### src/rtl/seven_segment_scanner_if.sv
// Bundles the scanner's load/value/blanking inputs and display-side outputs.
// The master side feeds values in; the slave side is the scanner itself.
interface seven_segment_scanner_if #(
    parameter int NUM_DIGITS = 4
);
    logic                    load;
    logic [4*NUM_DIGITS-1:0] value;
    logic                    blank_lz;
    logic [3:0]              digit;
    logic [NUM_DIGITS-1:0]   an;
    logic                    frame_done;
    logic                    pending;

    modport master (
        output load, value, blank_lz,
        input  digit, an, frame_done, pending
    );

    modport slave (
        input  load, value, blank_lz,
        output digit, an, frame_done, pending
    );
endinterface

### src/rtl/seven_segment_scanner.sv
// Time-multiplexes a packed hex value onto one shared 7-segment decoder.
// Loads are double-buffered and committed only at frame wrap, so frames never tear.
module seven_segment_scanner #(
    parameter int NUM_DIGITS    = 4,
    parameter int PRESCALE      = 50000,
    parameter bit AN_ACTIVE_LOW = 1'b1
) (
    input  logic                   clk,
    input  logic                   rst,
    seven_segment_scanner_if.slave bus
);
    localparam int CW = (PRESCALE > 1) ? $clog2(PRESCALE) : 1;
    localparam int IW = (NUM_DIGITS > 1) ? $clog2(NUM_DIGITS) : 1;

    logic [CW-1:0]                cnt_q, cnt_d;
    logic [IW-1:0]                idx_q, idx_d;
    logic [NUM_DIGITS-1:0][3:0]   disp_q, disp_d;
    logic [NUM_DIGITS-1:0][3:0]   pend_q, pend_d;
    logic                         pend_v_q, pend_v_d;
    logic                         frame_done_q, frame_done_d;

    logic                         tick;
    logic                         last_pos;
    logic [NUM_DIGITS-1:0]        hi_zero;
    logic [NUM_DIGITS-1:0]        an_hot;
    logic                         blank;

    assign tick     = (cnt_q == CW'(PRESCALE - 1));
    assign last_pos = (idx_q == IW'(NUM_DIGITS - 1));

    always_comb begin
        cnt_d        = cnt_q + CW'(1);
        idx_d        = idx_q;
        disp_d       = disp_q;
        pend_d       = pend_q;
        pend_v_d     = pend_v_q;
        frame_done_d = 1'b0;
        if (tick) begin
            cnt_d = '0;
            if (last_pos) begin
                idx_d        = '0;
                frame_done_d = 1'b1;
                if (pend_v_q) begin
                    disp_d   = pend_q;
                    pend_v_d = 1'b0;
                end
            end else begin
                idx_d = idx_q + IW'(1);
            end
        end
        // A load on the commit edge wins pend_v: the new value waits one more frame.
        if (bus.load) begin
            pend_d   = bus.value;
            pend_v_d = 1'b1;
        end
    end

    always_ff @(posedge clk or posedge rst) begin
        if (rst) begin
            cnt_q        <= '0;
            idx_q        <= '0;
            disp_q       <= '0;
            pend_q       <= '0;
            pend_v_q     <= 1'b0;
            frame_done_q <= 1'b0;
        end else begin
            cnt_q        <= cnt_d;
            idx_q        <= idx_d;
            disp_q       <= disp_d;
            pend_q       <= pend_d;
            pend_v_q     <= pend_v_d;
            frame_done_q <= frame_done_d;
        end
    end

    // hi_zero[k]: nibbles k..NUM_DIGITS-1 of the display are all zero.
    always_comb begin
        logic acc;
        acc     = 1'b1;
        hi_zero = '0;
        for (int k = NUM_DIGITS - 1; k >= 0; k--) begin
            acc        = acc && (disp_q[k] == 4'h0);
            hi_zero[k] = acc;
        end
    end

    assign an_hot = NUM_DIGITS'(1) << idx_q;
    assign blank  = bus.blank_lz && (idx_q != '0) && hi_zero[idx_q];

    assign bus.digit      = disp_q[idx_q];
    assign bus.an         = AN_ACTIVE_LOW ? ~(blank ? '0 : an_hot) : (blank ? '0 : an_hot);
    assign bus.frame_done = frame_done_q;
    assign bus.pending    = pend_v_q;
endmodule

### src/flat_wrapper.sv
// flat-port wrapper written by rule: the top's interface ports become plain ports
module seven_segment_scanner_flat 
#(
    parameter int NUM_DIGITS    = 4,
    parameter int PRESCALE      = 50000,
    parameter bit AN_ACTIVE_LOW = 1'b1
)
  (clk, rst, bus_load, bus_value, bus_blank_lz, bus_digit, bus_an, bus_frame_done, bus_pending);
  seven_segment_scanner_if #(.NUM_DIGITS(NUM_DIGITS)) bus_i ();
  input  logic clk;
  input  logic rst;
  input wire logic [$bits(bus_i.load)-1:0] bus_load;
  input wire logic [$bits(bus_i.value)-1:0] bus_value;
  input wire logic [$bits(bus_i.blank_lz)-1:0] bus_blank_lz;
  output wire logic [$bits(bus_i.digit)-1:0] bus_digit;
  output wire logic [$bits(bus_i.an)-1:0] bus_an;
  output wire logic [$bits(bus_i.frame_done)-1:0] bus_frame_done;
  output wire logic [$bits(bus_i.pending)-1:0] bus_pending;
  assign bus_i.load = bus_load;
  assign bus_i.value = bus_value;
  assign bus_i.blank_lz = bus_blank_lz;
  assign bus_digit = bus_i.digit;
  assign bus_an = bus_i.an;
  assign bus_frame_done = bus_i.frame_done;
  assign bus_pending = bus_i.pending;
  seven_segment_scanner #(.NUM_DIGITS(NUM_DIGITS), .PRESCALE(PRESCALE), .AN_ACTIVE_LOW(AN_ACTIVE_LOW)) u_core (.clk(clk), .rst(rst), .bus(bus_i));
endmodule
### config.mk
export PLATFORM = sky130hd
export DESIGN_NAME = seven_segment_scanner_flat
export DESIGN_NICKNAME = d
export VERILOG_FILES = /design/src/rtl/seven_segment_scanner_if.sv /design/src/rtl/seven_segment_scanner.sv /design/src/flat_wrapper.sv
export SDC_FILE = /design/constraint.sdc
export NUM_CORES = 1
export LEC_CHECK = 0
export CAP_MARGIN = 20
export CORE_AREA = 2 2 75 63
export CTS_CLUSTER_SIZE = 24
export DETAILED_ROUTE_END_ITERATION = 10
export DIE_AREA = 0 0 77 65
export PLACE_DENSITY = 0.81
export SYNTH_ARGS = -nofsm -noshare
export SYNTH_HDL_FRONTEND = slang
export SYNTH_SLANG_ARGS = --single-unit
### constraint.sdc
create_clock -name clk -period 4.1 [get_ports clk]
set_input_delay 0.615 -clock clk [delete_from_list [all_inputs] [get_ports clk]]
set_output_delay 0.615 -clock clk [all_outputs]
set_load 0.005 [all_outputs]
==> metrics.txt <==
Antenna Violating Nets Remaining=0; Final min period=3.018 ns; Detailed Routing Iterations Pass 1=4; Seq cells post-synth=52; Top FF cell, synth=dfrtp_1; root buf cell=clkbuf_8; Iter 0 DRT Violations=114; Final #Nets=234; outcome=finished clean; area grow syn2layout=18.81%; Multi-input gate area=1040 um^2; Via Count=1507; Util after Layout=65.77%; GRT Util Overall=19.35%; final hold vios=0; Fin Setup TNS=0 ns; post-synthesis cell count=177; H-tree Lvls=2; Min-Delay Path Class=flop to flop; TritonCTS Buffers=5; die width=77 um; WS Path Type=flop to output pin; fin. max-slew vios=0; Overflow after GRT=0; worst path bufs/invs=2; CP Data Required Time=3.48 ns; hold_buf cts=0; register area=1301 um^2; Syn Area/Cell=13.60 um^2; pwr dens=325.3 nW/um^2; Placed Instance Area=2729 um^2; RSZ-0062 raised after global routing=false; mapped cell area=2407 um^2; syn nets=203; Post-synth EDFFs=0; post_cts resized=0; first-pass GRT wire length=7479 um; final instance area=2860 um^2; Arrival @ worst endpoint=2.40 ns; Place WS=1.361 ns; setup bufs post-CTS=0; slowest CP cell=dfrtp_1; Die H=65 um; Synth Warn #=0; Final GP Congestion=0.8678; startpoint types=flop; Setup Viol. Count Final=0; clock skew=0.008870 ns; Static Leak=1.253 nW; CP endpoint kind=output pin; Detailed Place HPWL=3092 um; TritonCTS Sinks=52; worst skew pair latency=0.30 ns; Crit path max-delay family=buffers and inverters; overall die area=5005 um^2; WL/cell=16.06 um; core area=4349 um^2; Max-Cap Viols=0; fraction of layout cells with a size suffix above 1=25.36%; final cell count without fillers=269; Max IR drop VDD=218.0 uV; fmax=331.4 MHz; initial core utilization=55.35%; initial antenna violation count=0; Clock transition at path regs=0.09 ns; CP cell instances=inv_1, ha_1, nand3b_1, a211oi_1, nand2b_1, clkdlybuf4s50_1; Seq/Total Area, Yosys=54.05%; Cell Rows=22; worst slew pin tran=0.7990 ns; clk buf depth=2; DR vias/cell=5.602; critical path's largest stage delay=0.56 ns; worst setup margin=1.082 ns; number of global-route vias before repair=1564; placed insts=260; Netlist cell types=36; largest net degree at the start of global routing=53; Critical Path Fanout Max=8; ANT cells=0; CTS tree=built; num ports=30; Final Cycle Share=73.60%; fill count=326; Post-synth ARST share=100.0%; final wirelength=4320 um; slew margin rel.=46.57%; drt drc=0; I/O Buffers=29
## cells in the final DEF (no fill, tap or decap), drive strengths merged
master and instances:
dfrtp 52, mux2 32, clkdlybuf4s50 29, nor2 11, xnor2 7, nand4 7, nand2 6, nand3 6
xor2 6, ha 6, inv 6, nor4 5, clkbuf 5, o21ai 4, mux4 4, nand2b 3
and4 3, nor2b 2, nor4b 2, and3b 1, a21o 1, and2 1, and3 1, nor3 1
a21oi 1, nand3b 1, a211oi 1, or3 1, clkinv 1, clkinvlp 1, bufinv 1, buf 1
## metrics by stage
step / hold slack [ns] / power, mW
after global routing: 0.5201 / 0.9680
final: 0.4991 / 0.9305
after floorplan: 0.4546 / 0.5705
after CTS: 0.5005 / 0.9410
after global placement: 0.4692 / 0.5931
after detailed placement: 0.4884 / 0.5976
## power breakdown
group	leakage [nW]	internal, mW	switching (mW)
clock	0.0541	0.181	0.162
sequential	0.671	0.528	0.00877
combinational	0.528	0.0320	0.0188
## per-layer routing
| layer | vias to the layer above | share of wire, % | global-route usage, % |
|---|---|---|---|
| li1 | 687 | - | - |
| met1 | 768 | 47 | 26.12 |
| met3 | 7 | 5.1 | 4.457 |
| met2 | 45 | 46 | 30.92 |
| met5 | - | 0 | 0 |
| met4 | 0 | 1.3 | 7.366 |
## synth_stat cells, drive strengths merged, types with 2 or more instances
| cell | count | area share (%) |
|---|---|---|
| and4 | 3 | 1.2 |
| nand4 | 7 | 2.1 |
| ha | 6 | 3.1 |
| clkbuf | 2 | 0.31 |
| nor4 | 5 | 1.3 |
| nor2b | 2 | 0.52 |
| mux4 | 4 | 3.7 |
| inv | 6 | 0.94 |
| nand3 | 6 | 1.2 |
| mux2 | 32 | 17 |
| dfrtp | 52 | 54 |
| nor2 | 11 | 2.0 |
| xor2 | 6 | 2.2 |
| nand2 | 6 | 0.94 |
| nand2b | 3 | 0.78 |
| buf | 4 | 1.5 |
| xnor2 | 7 | 2.5 |
| nor4b | 2 | 1.6 |
| o21ai | 4 | 0.83 |
## sequential cells by signal (all words and copies together), names as in the netlist
name and cells:
u_core.bus.frame_done 1, u_core.bus.pending 1, u_core.cnt_q 16, u_core.disp_q 16, u_core.idx_q 2, u_core.pend_q 16
## area by class of cell
type                    instances  share of cell area (%)
flip-flops and latches         52                   45.49
repair buffers                 30                   10.85
clock inverters                 3                   1.487
inverters                       6                  0.7874
multi-input cells             113                   36.35
well taps                      60                   2.625
clock buffers                   5                   2.406
## worst paths after layout
check	from	to	slack [ns]	depth (start not counted)
max in group asynchronous	rst	u_core.cnt_q[7]	2.95	3
min reg2reg	u_core.cnt_q[0]	u_core.cnt_q[0]	0.50	1
max reg2reg	u_core.cnt_q[0]	u_core.disp_q[0]	1.95	5
min	u_core.cnt_q[0]	u_core.cnt_q[0]	0.50	1
max	u_core.idx_q[0]	bus_an[1]	1.08	6
min in group asynchronous	rst	u_core.pend_q[9]	0.63	2
## kinds of logic after synthesis
| group | after synthesis | share of synthesized area [%] |
|---|---|---|
| flip-flops | 52 | 54.05 |
| AND/OR/NAND/NOR | 51 | 13.41 |
| AO/OA/AOI/OAI | 7 | 1.663 |
| XOR/XNOR | 13 | 4.730 |
| buffers and inverters | 12 | 2.755 |
| adder cells (fa/ha/maj) | 6 | 3.118 |
| multiplexers | 36 | 20.27 |
Power figures use the tool's default switching activity.
